### src/rtl/axi_lite_arbiter_2to1_if.sv
// AXI-lite channel bundle (AR/R/AW/W/B, no rresp, 2-bit bresp) used on both
// sides of the 2:1 arbiter. The master modport is the side that issues
// requests. The slave modport is the side that answers them.
interface axi_lite_arbiter_2to1_if #(
  parameter int unsigned ADDR_W = 32,
  parameter int unsigned DATA_W = 32
);
  logic [ADDR_W-1:0]   araddr;
  logic                arvalid;
  logic                arready;
  logic [DATA_W-1:0]   rdata;
  logic                rvalid;
  logic                rready;
  logic [ADDR_W-1:0]   awaddr;
  logic                awvalid;
  logic                awready;
  logic [DATA_W-1:0]   wdata;
  logic [DATA_W/8-1:0] wstrb;
  logic                wvalid;
  logic                wready;
  logic [1:0]          bresp;
  logic                bvalid;
  logic                bready;

  modport master (
    output araddr, arvalid, rready, awaddr, awvalid, wdata, wstrb, wvalid, bready,
    input  arready, rdata, rvalid, awready, wready, bresp, bvalid
  );

  modport slave (
    input  araddr, arvalid, rready, awaddr, awvalid, wdata, wstrb, wvalid, bready,
    output arready, rdata, rvalid, awready, wready, bresp, bvalid
  );
endinterface

### src/rtl/axi_lite_arbiter_2to1.sv
// 2:1 AXI-lite arbiter. M0 is the fetch unit and only reads. M1 is the
// load/store unit and both reads and writes. The single slave is the shared
// RAM port. Only one transaction is outstanding at a time. Ties are broken
// round-robin. An IDLE bubble separates consecutive transactions.
// Optional build macro ARB_STATS_EN adds per-master completion counters and
// a contention (wait) cycle counter.
module axi_lite_arbiter_2to1 #(
  parameter int unsigned ADDR_W = 32,
  parameter int unsigned DATA_W = 32
) (
  input  logic                   clk,
  input  logic                   rst,
  axi_lite_arbiter_2to1_if.slave  m0,
  axi_lite_arbiter_2to1_if.slave  m1,
  axi_lite_arbiter_2to1_if.master s
`ifdef ARB_STATS_EN
  ,
  output logic [31:0]            stat_m0_cnt,
  output logic [31:0]            stat_m1_cnt,
  output logic [31:0]            stat_wait_cnt
`endif
);

  typedef enum logic [1:0] {IDLE, RD_M0, RD_M1, WR_M1} state_t;

  state_t            state, state_next;
  logic              last_grant, last_grant_next;
  logic              ar_done, aw_done, w_done;
  logic              req0, req1;
  logic [ADDR_W-1:0] ar_addr_sel;
  logic [DATA_W-1:0] rd_data_sel;
  logic              unused_m0_wr;

  assign req0 = m0.arvalid;
  assign req1 = m1.awvalid | m1.arvalid;

  // M0 never writes, so its write-side inputs are intentionally ignored.
  assign unused_m0_wr = ^{m0.awaddr, m0.awvalid, m0.wdata, m0.wstrb, m0.wvalid, m0.bready};

  // State, grant history and per-channel handshake-done flags.
  always_ff @(posedge clk or negedge rst) begin
    if (!rst) begin
      state      <= IDLE;
      last_grant <= 1'b1;
      ar_done    <= 1'b0;
      aw_done    <= 1'b0;
      w_done     <= 1'b0;
    end else begin
      state      <= state_next;
      last_grant <= last_grant_next;
      if (state == IDLE) begin
        ar_done <= 1'b0;
        aw_done <= 1'b0;
        w_done  <= 1'b0;
      end else begin
        if (s.arvalid && s.arready) ar_done <= 1'b1;
        if (s.awvalid && s.awready) aw_done <= 1'b1;
        if (s.wvalid  && s.wready)  w_done  <= 1'b1;
      end
    end
  end

  // Grant decision and combinational routing of the granted master's channels.
  always_comb begin
    state_next      = state;
    last_grant_next = last_grant;
    ar_addr_sel     = '0;
    rd_data_sel     = '0;

    m0.arready = 1'b0; m0.rdata = '0; m0.rvalid = 1'b0;
    m0.awready = 1'b0; m0.wready = 1'b0; m0.bresp = '0; m0.bvalid = 1'b0;
    m1.arready = 1'b0; m1.rdata = '0; m1.rvalid = 1'b0;
    m1.awready = 1'b0; m1.wready = 1'b0; m1.bresp = '0; m1.bvalid = 1'b0;
    s.arvalid = 1'b0; s.rready = 1'b0;
    s.awaddr  = '0;   s.awvalid = 1'b0;
    s.wdata   = '0;   s.wstrb   = '0; s.wvalid = 1'b0; s.bready = 1'b0;

    case (state)
      IDLE: begin
        // M0 wins when alone, or on a tie when M1 had the previous grant.
        if (req0 && (!req1 || last_grant)) begin
          state_next      = RD_M0;
          last_grant_next = 1'b0;
        end else if (req1) begin
          state_next      = m1.awvalid ? WR_M1 : RD_M1;
          last_grant_next = 1'b1;
        end
      end
      RD_M0: begin
        ar_addr_sel = m0.araddr;
        s.arvalid   = m0.arvalid & ~ar_done;
        m0.arready  = s.arready & ~ar_done;
        rd_data_sel = s.rdata;
        m0.rdata    = rd_data_sel;
        m0.rvalid   = s.rvalid;
        s.rready    = m0.rready;
        if (s.rvalid && m0.rready) state_next = IDLE;
      end
      RD_M1: begin
        ar_addr_sel = m1.araddr;
        s.arvalid   = m1.arvalid & ~ar_done;
        m1.arready  = s.arready & ~ar_done;
        rd_data_sel = s.rdata;
        m1.rdata    = rd_data_sel;
        m1.rvalid   = s.rvalid;
        s.rready    = m1.rready;
        if (s.rvalid && m1.rready) state_next = IDLE;
      end
      WR_M1: begin
        s.awaddr   = m1.awaddr;
        s.awvalid  = m1.awvalid & ~aw_done;
        m1.awready = s.awready & ~aw_done;
        s.wdata    = m1.wdata;
        s.wstrb    = m1.wstrb;
        s.wvalid   = m1.wvalid & ~w_done;
        m1.wready  = s.wready & ~w_done;
        m1.bresp   = s.bresp;
        m1.bvalid  = s.bvalid;
        s.bready   = m1.bready;
        if (s.bvalid && m1.bready) state_next = IDLE;
      end
      default: state_next = IDLE;
    endcase

    s.araddr = ar_addr_sel;
  end

`ifdef ARB_STATS_EN
  // Completed transactions per master, plus cycles lost to the other master's grant.
  always_ff @(posedge clk or negedge rst) begin
    if (!rst) begin
      stat_m0_cnt   <= '0;
      stat_m1_cnt   <= '0;
      stat_wait_cnt <= '0;
    end else begin
      if (state == RD_M0 && s.rvalid && s.rready)
        stat_m0_cnt <= stat_m0_cnt + 32'd1;
      if ((state == RD_M1 && s.rvalid && s.rready) ||
          (state == WR_M1 && s.bvalid && s.bready))
        stat_m1_cnt <= stat_m1_cnt + 32'd1;
      if (((state == RD_M1 || state == WR_M1) && req0) || (state == RD_M0 && req1))
        stat_wait_cnt <= stat_wait_cnt + 32'd1;
    end
  end
`endif

endmodule
### src/flat_wrapper.sv
// flat-port wrapper written by rule: the top's interface ports become plain ports
module axi_lite_arbiter_2to1_flat 
#(
  parameter int unsigned ADDR_W = 32,
  parameter int unsigned DATA_W = 32
)
  (clk, rst, m0_araddr, m0_arvalid, m0_rready, m0_awaddr, m0_awvalid, m0_wdata, m0_wstrb, m0_wvalid, m0_bready, m0_arready, m0_rdata, m0_rvalid, m0_awready, m0_wready, m0_bresp, m0_bvalid, m1_araddr, m1_arvalid, m1_rready, m1_awaddr, m1_awvalid, m1_wdata, m1_wstrb, m1_wvalid, m1_bready, m1_arready, m1_rdata, m1_rvalid, m1_awready, m1_wready, m1_bresp, m1_bvalid, s_araddr, s_arvalid, s_rready, s_awaddr, s_awvalid, s_wdata, s_wstrb, s_wvalid, s_bready, s_arready, s_rdata, s_rvalid, s_awready, s_wready, s_bresp, s_bvalid);
  axi_lite_arbiter_2to1_if #(.ADDR_W(ADDR_W), .DATA_W(DATA_W)) m0_i ();
  axi_lite_arbiter_2to1_if #(.ADDR_W(ADDR_W), .DATA_W(DATA_W)) m1_i ();
  axi_lite_arbiter_2to1_if #(.ADDR_W(ADDR_W), .DATA_W(DATA_W)) s_i ();
  input  logic clk;
  input  logic rst;
  input wire logic [$bits(m0_i.araddr)-1:0] m0_araddr;
  input wire logic [$bits(m0_i.arvalid)-1:0] m0_arvalid;
  input wire logic [$bits(m0_i.rready)-1:0] m0_rready;
  input wire logic [$bits(m0_i.awaddr)-1:0] m0_awaddr;
  input wire logic [$bits(m0_i.awvalid)-1:0] m0_awvalid;
  input wire logic [$bits(m0_i.wdata)-1:0] m0_wdata;
  input wire logic [$bits(m0_i.wstrb)-1:0] m0_wstrb;
  input wire logic [$bits(m0_i.wvalid)-1:0] m0_wvalid;
  input wire logic [$bits(m0_i.bready)-1:0] m0_bready;
  output wire logic [$bits(m0_i.arready)-1:0] m0_arready;
  output wire logic [$bits(m0_i.rdata)-1:0] m0_rdata;
  output wire logic [$bits(m0_i.rvalid)-1:0] m0_rvalid;
  output wire logic [$bits(m0_i.awready)-1:0] m0_awready;
  output wire logic [$bits(m0_i.wready)-1:0] m0_wready;
  output wire logic [$bits(m0_i.bresp)-1:0] m0_bresp;
  output wire logic [$bits(m0_i.bvalid)-1:0] m0_bvalid;
  input wire logic [$bits(m1_i.araddr)-1:0] m1_araddr;
  input wire logic [$bits(m1_i.arvalid)-1:0] m1_arvalid;
  input wire logic [$bits(m1_i.rready)-1:0] m1_rready;
  input wire logic [$bits(m1_i.awaddr)-1:0] m1_awaddr;
  input wire logic [$bits(m1_i.awvalid)-1:0] m1_awvalid;
  input wire logic [$bits(m1_i.wdata)-1:0] m1_wdata;
  input wire logic [$bits(m1_i.wstrb)-1:0] m1_wstrb;
  input wire logic [$bits(m1_i.wvalid)-1:0] m1_wvalid;
  input wire logic [$bits(m1_i.bready)-1:0] m1_bready;
  output wire logic [$bits(m1_i.arready)-1:0] m1_arready;
  output wire logic [$bits(m1_i.rdata)-1:0] m1_rdata;
  output wire logic [$bits(m1_i.rvalid)-1:0] m1_rvalid;
  output wire logic [$bits(m1_i.awready)-1:0] m1_awready;
  output wire logic [$bits(m1_i.wready)-1:0] m1_wready;
  output wire logic [$bits(m1_i.bresp)-1:0] m1_bresp;
  output wire logic [$bits(m1_i.bvalid)-1:0] m1_bvalid;
  output wire logic [$bits(s_i.araddr)-1:0] s_araddr;
  output wire logic [$bits(s_i.arvalid)-1:0] s_arvalid;
  output wire logic [$bits(s_i.rready)-1:0] s_rready;
  output wire logic [$bits(s_i.awaddr)-1:0] s_awaddr;
  output wire logic [$bits(s_i.awvalid)-1:0] s_awvalid;
  output wire logic [$bits(s_i.wdata)-1:0] s_wdata;
  output wire logic [$bits(s_i.wstrb)-1:0] s_wstrb;
  output wire logic [$bits(s_i.wvalid)-1:0] s_wvalid;
  output wire logic [$bits(s_i.bready)-1:0] s_bready;
  input wire logic [$bits(s_i.arready)-1:0] s_arready;
  input wire logic [$bits(s_i.rdata)-1:0] s_rdata;
  input wire logic [$bits(s_i.rvalid)-1:0] s_rvalid;
  input wire logic [$bits(s_i.awready)-1:0] s_awready;
  input wire logic [$bits(s_i.wready)-1:0] s_wready;
  input wire logic [$bits(s_i.bresp)-1:0] s_bresp;
  input wire logic [$bits(s_i.bvalid)-1:0] s_bvalid;
  assign m0_i.araddr = m0_araddr;
  assign m0_i.arvalid = m0_arvalid;
  assign m0_i.rready = m0_rready;
  assign m0_i.awaddr = m0_awaddr;
  assign m0_i.awvalid = m0_awvalid;
  assign m0_i.wdata = m0_wdata;
  assign m0_i.wstrb = m0_wstrb;
  assign m0_i.wvalid = m0_wvalid;
  assign m0_i.bready = m0_bready;
  assign m0_arready = m0_i.arready;
  assign m0_rdata = m0_i.rdata;
  assign m0_rvalid = m0_i.rvalid;
  assign m0_awready = m0_i.awready;
  assign m0_wready = m0_i.wready;
  assign m0_bresp = m0_i.bresp;
  assign m0_bvalid = m0_i.bvalid;
  assign m1_i.araddr = m1_araddr;
  assign m1_i.arvalid = m1_arvalid;
  assign m1_i.rready = m1_rready;
  assign m1_i.awaddr = m1_awaddr;
  assign m1_i.awvalid = m1_awvalid;
  assign m1_i.wdata = m1_wdata;
  assign m1_i.wstrb = m1_wstrb;
  assign m1_i.wvalid = m1_wvalid;
  assign m1_i.bready = m1_bready;
  assign m1_arready = m1_i.arready;
  assign m1_rdata = m1_i.rdata;
  assign m1_rvalid = m1_i.rvalid;
  assign m1_awready = m1_i.awready;
  assign m1_wready = m1_i.wready;
  assign m1_bresp = m1_i.bresp;
  assign m1_bvalid = m1_i.bvalid;
  assign s_araddr = s_i.araddr;
  assign s_arvalid = s_i.arvalid;
  assign s_rready = s_i.rready;
  assign s_awaddr = s_i.awaddr;
  assign s_awvalid = s_i.awvalid;
  assign s_wdata = s_i.wdata;
  assign s_wstrb = s_i.wstrb;
  assign s_wvalid = s_i.wvalid;
  assign s_bready = s_i.bready;
  assign s_i.arready = s_arready;
  assign s_i.rdata = s_rdata;
  assign s_i.rvalid = s_rvalid;
  assign s_i.awready = s_awready;
  assign s_i.wready = s_wready;
  assign s_i.bresp = s_bresp;
  assign s_i.bvalid = s_bvalid;
  axi_lite_arbiter_2to1 #(.ADDR_W(ADDR_W), .DATA_W(DATA_W)) u_core (.clk(clk), .rst(rst), .m0(m0_i), .m1(m1_i), .s(s_i));
endmodule
### config.mk
export PLATFORM = sky130hd
export DESIGN_NAME = axi_lite_arbiter_2to1_flat
export DESIGN_NICKNAME = d
export VERILOG_FILES = /design/src/rtl/axi_lite_arbiter_2to1_if.sv /design/src/rtl/axi_lite_arbiter_2to1.sv /design/src/flat_wrapper.sv
export SDC_FILE = /design/constraint.sdc
export NUM_CORES = 1
export LEC_CHECK = 0
export CAP_MARGIN = 20
export CORE_AREA = 2 2 167 169
export DETAILED_ROUTE_END_ITERATION = 7
export DIE_AREA = 0 0 169 171
export PLACE_DENSITY = 0.4
export SETUP_SLACK_MARGIN = 0.5
export SLEW_MARGIN = 20
export SYNTH_ARGS = -nofsm -noshare
export SYNTH_HDL_FRONTEND = slang
export SYNTH_SLANG_ARGS = --single-unit
### constraint.sdc
create_clock -name clk -period 2.4 [get_ports clk]
set_clock_uncertainty 0.2 [all_clocks]
set_input_delay 0.24 -clock clk [delete_from_list [all_inputs] [get_ports clk]]
set_output_delay 0.24 -clock clk [all_outputs]
set_load 0.01 [all_outputs]
# Word-level counts from Yosys, hierarchy flattened
# Cells that the tools add are included.
[classes]
addsub = 0
mul = 0
n_div = 0
order_cmp = 0
eq_ne = 7
n_shift = 0
mux = 34
bitwise_logic = 11
n_reduce_logical = 16
[op_table]
columns = ["operator", "n"]
rows = [
  ["two-way mux 32 bit", 4],
  ["one-hot mux 32 bit (2 select lines)", 1],
  ["two-way mux 1 bit", 19],
  ["two-way mux 2 bit", 6],
  ["one-hot mux 2 bit (4 select lines)", 1],
  ["nonzero test 2 bit", 4],
  ["bitwise AND 1 bit", 7],
  ["logical AND 1 bit", 7],
  ["!= test 2 x 1 -> 1 bit (second input constant)", 3],
  ["== test 2 bit (second input constant)", 2],
  ["two-way mux 4 bit", 1],
  ["one-hot mux 1 bit (2 select lines)", 2],
  ["AND reduction 4 bit", 1],
  ["!= test 3 x 2 -> 1 bit (second input constant)", 1],
  ["inverter 1 bit", 3],
  ["== test 2 x 1 -> 1 bit (second input constant)", 1],
  ["zero test 2 bit", 1],
  ["AND reduction 2 bit", 1],
  ["zero test 1 bit", 1],
  ["logical OR 1 bit", 1],
  ["bitwise OR 1 bit", 1],
]
[word_totals]
register_bits = 6
latch_bits = 0
mem_bits_rw = 0
mem_bits_ro = 0
output_inout_bits = 183
word_cells = 73
n_memories = 0

# Depth between registers and ports, before layout
[depth]
ltp_word = 6
mapped_depth = 7
ltp_nobuf = 6

# Least setup slack after synthesis
# OpenSTA, ideal clock, no wires.
[synth_timing]
path_type = "flip-flop to output port"
startpoint = "register u_core.state[1]"
endpoint = "output m0_rdata[10]"
arrival_ns = 1.339
t_required_ns = 1.960
path_slack_ns = 0.621
stages_incl_launch_ff = 6
path_buffers = 2
cell_sequence = "dfrtp_1 -> inv_1 -> ha_1 -> clkbuf_1 -> clkbuf_1 -> and2_1"
[synth_between]
elab_chain_cells = 2
[synth_rtl]
columns = ["item", "line", "source"]
rows = [
  ["start, declared", "axi_lite_arbiter_2to1.sv:26", "state_t state, state_next;"],
  ["start signal, assigned", "axi_lite_arbiter_2to1.sv:49", "state <= state_next;"],
  ["== test 2 x 1 -> 1 bit", "axi_lite_arbiter_2to1.sv:78", "case (state)"],
  ["two-way mux 32 bit", "axi_lite_arbiter_2to1.sv:78", ""],
  ["end, declared", "flat_wrapper.sv:23", "output wire logic [$bits(m0_i.rdata)-1:0] m0_rdata;"],
]
# No other way between the ends.

# Worst setup path in the final report
[layout_timing]
startpoint = "register u_core.state[1]"
endpoint = "output s_arvalid"
[layout_between]
elab_chain_cells = 2
elab_cells_between_ends = 3
[layout_rtl]
columns = ["item", "line", "source"]
rows = [
  ["== test 2 bit / == test 2 x 1 -> 1 bit (equally long branches)", "axi_lite_arbiter_2to1.sv:78", ""],
  ["one-hot mux 1 bit (2 select lines) (*)", "axi_lite_arbiter_2to1.sv:78", ""],
  ["end, declared", "flat_wrapper.sv:46", "output wire logic [$bits(s_i.arvalid)-1:0] s_arvalid;"],
]
# Every way passes the cells marked *; elsewhere a longest branch is shown, timed or not.

==> metrics list <==
- The flow ran to the end, and the final reports show no timing, DRC or antenna violations.
- Count of input and output buffers: 357
- The placed instances occupy a cell area of 5970 um2.
- Setup slack closes at 277 ps.
- The Yosys step of the flow raised 0 warnings.
- In the finished design, the share of the clock period the worst path needs comes to 0.885.
- By area, the combinational part of the netlist is dominated by simple AND/OR/NAND/NOR gates.
* Critical path class: flip-flop to output port
- After floorplanning, the core was divided into 61 placement rows.
- The first global-routing pass estimated 20.5 mm of wire.
* Sequential share of the synthesized area: 0.0808
- Combined global-route utilization of all metal layers: 0.0931
- After layout, the minimum clock period comes to 2120 ps.
- Maximum number of pins on one net before global-route repair: 21
* Detailed Route Iter0 Violations: 52
- Total standard cell area after synthesis: 1870 um2
- CTS placed an instance of sky130_fd_sc_hd__clkbuf_16 at the clock tree root.
* Total clock sinks: 6
- Insertion delay to the later sink of the worst-skew pair: 230 ps
- The synthesized design contains 6 register bits.
* Critical path capture point type: output port
- Placer's final routability congestion estimate: 0.656
* Mean routed wirelength per cell: 15.1 um
- The die is 171 um tall.
- Pre-CTS setup slack: 26.0 ps
- First-pass iteration count of the detailed router: 4
- Synthesis-to-finish area growth: 277%
- The repair_antennas step left the layout with diodes totalling 0.
* Clk buf depth: 2
- Maximum Capacitance Violations: 0
* Areal power density over the cells: 928 nW/um2
- The final layout contains 941 nets.
* Hold Crit Class: primary input to async pin
* Initial Utilization: 0.0686
* Mux contribution to synthesized area: 0.0107
- Number of antenna violations at the first check in global routing: 0
- VDD sags by at most 0.339 mV.
- Remaining DRCs: 0
* Compound-Gate Fraction of Synth Area: 0.166
- The core region is 27300 um2.
- Number of global-route vias before repair: 3528
- In the routed layout, each cell is associated on average with a via count of 3.46.
- Boundary pin count: 434
* Instance count after placement with tap cells included: 973
* Leakage power summed over all cells: 3.17 nW
* Total via count after detailed routing: 3568
- Setup repair after global routing could not meet its margin everywhere.
- In this run, distinct cell masters in the synthesized netlist total 24.
- Simple-gate share of the synthesized area: 0.629
* Post-DRT Antenna Nets: 0
* Fmax achieved: 471 MHz
* Total overflow reported by the global router: 0
- CTS built an H-tree with a depth of 1.
- Die area: 28900 um2
- Arithmetic-cell share of the synthesized area counting full adders, half adders and majority gates: 0.0267
- Final Max Tran Viols: 0
- Crit start category: flip-flop
* Layout cells sized above 1: 0.550
* Clock tree from TritonCTS: done
- At the worst endpoint, the required time is 1960 ps.
- Setup violations remaining at the end of the flow were counted as 0.
- Maximum fanout along the worst path: 6
- Summed over all failing endpoints, the final setup total negative slack is 0 ps.
- Post-detailed-placement half-perimeter wirelength: 10.6 mm
* Total clock buffers created by CTS: 3
* Final std cell area, no fill: 7060 um2
- The count of endpoints failing hold in the final timing report is 0.
- A synthesized cell averages 6.67 um2.
- Routed WL: 15.6 mm
- Of the total synthesized cell area, the portion taken by XOR and XNOR cells is 0.
- Synthesis handed over a netlist of 281 instances.
* Final non-filler cell total: 1031
- Power after layout: 6.55 mW
- For the worst setup path, the data arrival time is 1680 ps.
- After clock tree synthesis, the clock-pin slew on the worst setup and hold paths is 30 ps.
* Floorplan die width: 169 um
-- state kept, by name, indices dropped and copies added, names as in the netlist --
register           count
u_core.aw_done         1
u_core.state           2
u_core.ar_done         1
u_core.w_done          1
u_core.last_grant      1
-- where the power goes --
part / switching (mW) / internal (mW) / total [mW]
clock network: 0.0556 / 0.220 / 0.276
registers: 0.0312 / 0.143 / 0.174
logic: 2.40 / 3.70 / 6.10
-- cells in the final DEF, fill, tap and decap left out, types with 4 or more instances in the layout --
cell type and instances:
sky130_fd_sc_hd__ha_4 4, sky130_fd_sc_hd__conb_1 5, sky130_fd_sc_hd__a22oi_2 33, sky130_fd_sc_hd__buf_4 14, sky130_fd_sc_hd__clkdlybuf4s50_1 179, sky130_fd_sc_hd__and2_4 77
sky130_fd_sc_hd__dfrtp_1 5, sky130_fd_sc_hd__buf_12 19, sky130_fd_sc_hd__and2_1 61, sky130_fd_sc_hd__buf_2 60, sky130_fd_sc_hd__nor2_1 4, sky130_fd_sc_hd__buf_6 93
sky130_fd_sc_hd__a21oi_1 6, sky130_fd_sc_hd__buf_16 12, sky130_fd_sc_hd__clkbuf_2 40, sky130_fd_sc_hd__nand2_1 4, sky130_fd_sc_hd__nor2b_1 30, sky130_fd_sc_hd__and3b_1 4
sky130_fd_sc_hd__clkbuf_16 10
-- stage by stage --
stage                     utilization  hold slack (ps)
after floorplan                     -             -256
after global placement          0.218              293
after detailed placement        0.218              313
after CTS                       0.240             72.5
after global routing            0.259             88.9
final                           0.259             67.0
-- cell families (layout without fill, tap and decap cells) --
| logic type | count (synthesis) | after routing |
|---|---|---|
| buf+inv | 35 | 435 |
| other cells | 1 | 5 |
| simple gates | 189 | 189 |
| mux | 2 | 2 |
| flops | 6 | 6 |
| compound gates | 44 | 44 |
| fa+ha+maj | 4 | 4 |
-- what timing repair did --
item | CTS | global route
endpoints found under the setup margin | 180 | 174
endpoints found under the hold margin | 0 | 0
setup buffers | 25 | 10
cloned | 12 | 7
resized for setup | 664 | 255
pin swaps | 12 | 10
hold buffers | 0 | 0
-- layout make-up --
class                      instances  area, um2
clock buffer                       4       78.8
multi-input combinational        244       2000
timing repair buffer             428       4390
inverter                           3       11.3
tap                              346        433
sequential                         6        151
fill                            2974      20300
-- synthesized netlist by cell type --
cell / n / area share
sky130_fd_sc_hd__nor3b_1: 1 / 0.0040
sky130_fd_sc_hd__a21boi_0: 1 / 0.0040
sky130_fd_sc_hd__dfstp_2: 1 / 0.014
sky130_fd_sc_hd__and2_1: 138 / 0.46
sky130_fd_sc_hd__o21ai_0: 2 / 0.0053
sky130_fd_sc_hd__a22oi_1: 33 / 0.13
sky130_fd_sc_hd__conb_1: 1 / 0.0020
sky130_fd_sc_hd__ha_1: 4 / 0.027
sky130_fd_sc_hd__or2_2: 1 / 0.0033
sky130_fd_sc_hd__inv_1: 3 / 0.0060
sky130_fd_sc_hd__a31oi_1: 1 / 0.0033
sky130_fd_sc_hd__clkbuf_1: 25 / 0.050
sky130_fd_sc_hd__nand3b_1: 1 / 0.0040
sky130_fd_sc_hd__and3b_1: 6 / 0.028
sky130_fd_sc_hd__buf_6: 1 / 0.0060
sky130_fd_sc_hd__buf_4: 5 / 0.020
sky130_fd_sc_hd__mux2i_1: 2 / 0.011
sky130_fd_sc_hd__a222oi_1: 1 / 0.0053
sky130_fd_sc_hd__nand2_1: 5 / 0.010
sky130_fd_sc_hd__dfrtp_1: 5 / 0.067
sky130_fd_sc_hd__buf_2: 1 / 0.0027
sky130_fd_sc_hd__a21oi_1: 6 / 0.016
sky130_fd_sc_hd__nor2_1: 4 / 0.0080
sky130_fd_sc_hd__nor2b_1: 33 / 0.11
-- worst max-delay path, stage by stage (launching register included) --
cell and delay (ps):
sky130_fd_sc_hd__dfrtp_1 410, sky130_fd_sc_hd__buf_6 140, sky130_fd_sc_hd__ha_4 170, sky130_fd_sc_hd__buf_12 150
sky130_fd_sc_hd__buf_6 110, sky130_fd_sc_hd__mux2i_1 120, sky130_fd_sc_hd__nor3b_2 190, sky130_fd_sc_hd__buf_2 170
-- routing by layer --
layer  vias up  wire (um)  share of wire  global-route usage
li1       1726          -              -                   -
met5         -          0              0                   0
met1      1595       5840           0.37              0.0994
met2       243       8240           0.53               0.186
met3         4       1420          0.091              0.0248
met4         0         74         0.0048              0.0126
-- final timing paths --
| kind | startpoint | to | depth (start not counted) | slack (ps) |
|---|---|---|---|---|
| max | u_core.state[1]$_DFFE_PN0P_ | s_arvalid | 7 | 280 |
| min | rst | u_core.aw_done$_DFFE_PN0P_ | 1 | 70 |
| max reg2reg | u_core.state[1]$_DFFE_PN0P_ | u_core.state[0]$_DFFE_PN0P_ | 9 | 300 |
| min reg2reg | u_core.w_done$_DFFE_PN0P_ | u_core.w_done$_DFFE_PN0P_ | 2 | 320 |
| max in group asynchronous | rst | u_core.last_grant$_DFFE_PN1P_ | 1 | 1650 |
| min in group clk | u_core.w_done$_DFFE_PN0P_ | u_core.w_done$_DFFE_PN0P_ | 2 | 320 |
Note: power is estimated with default switching activity, not from simulation.
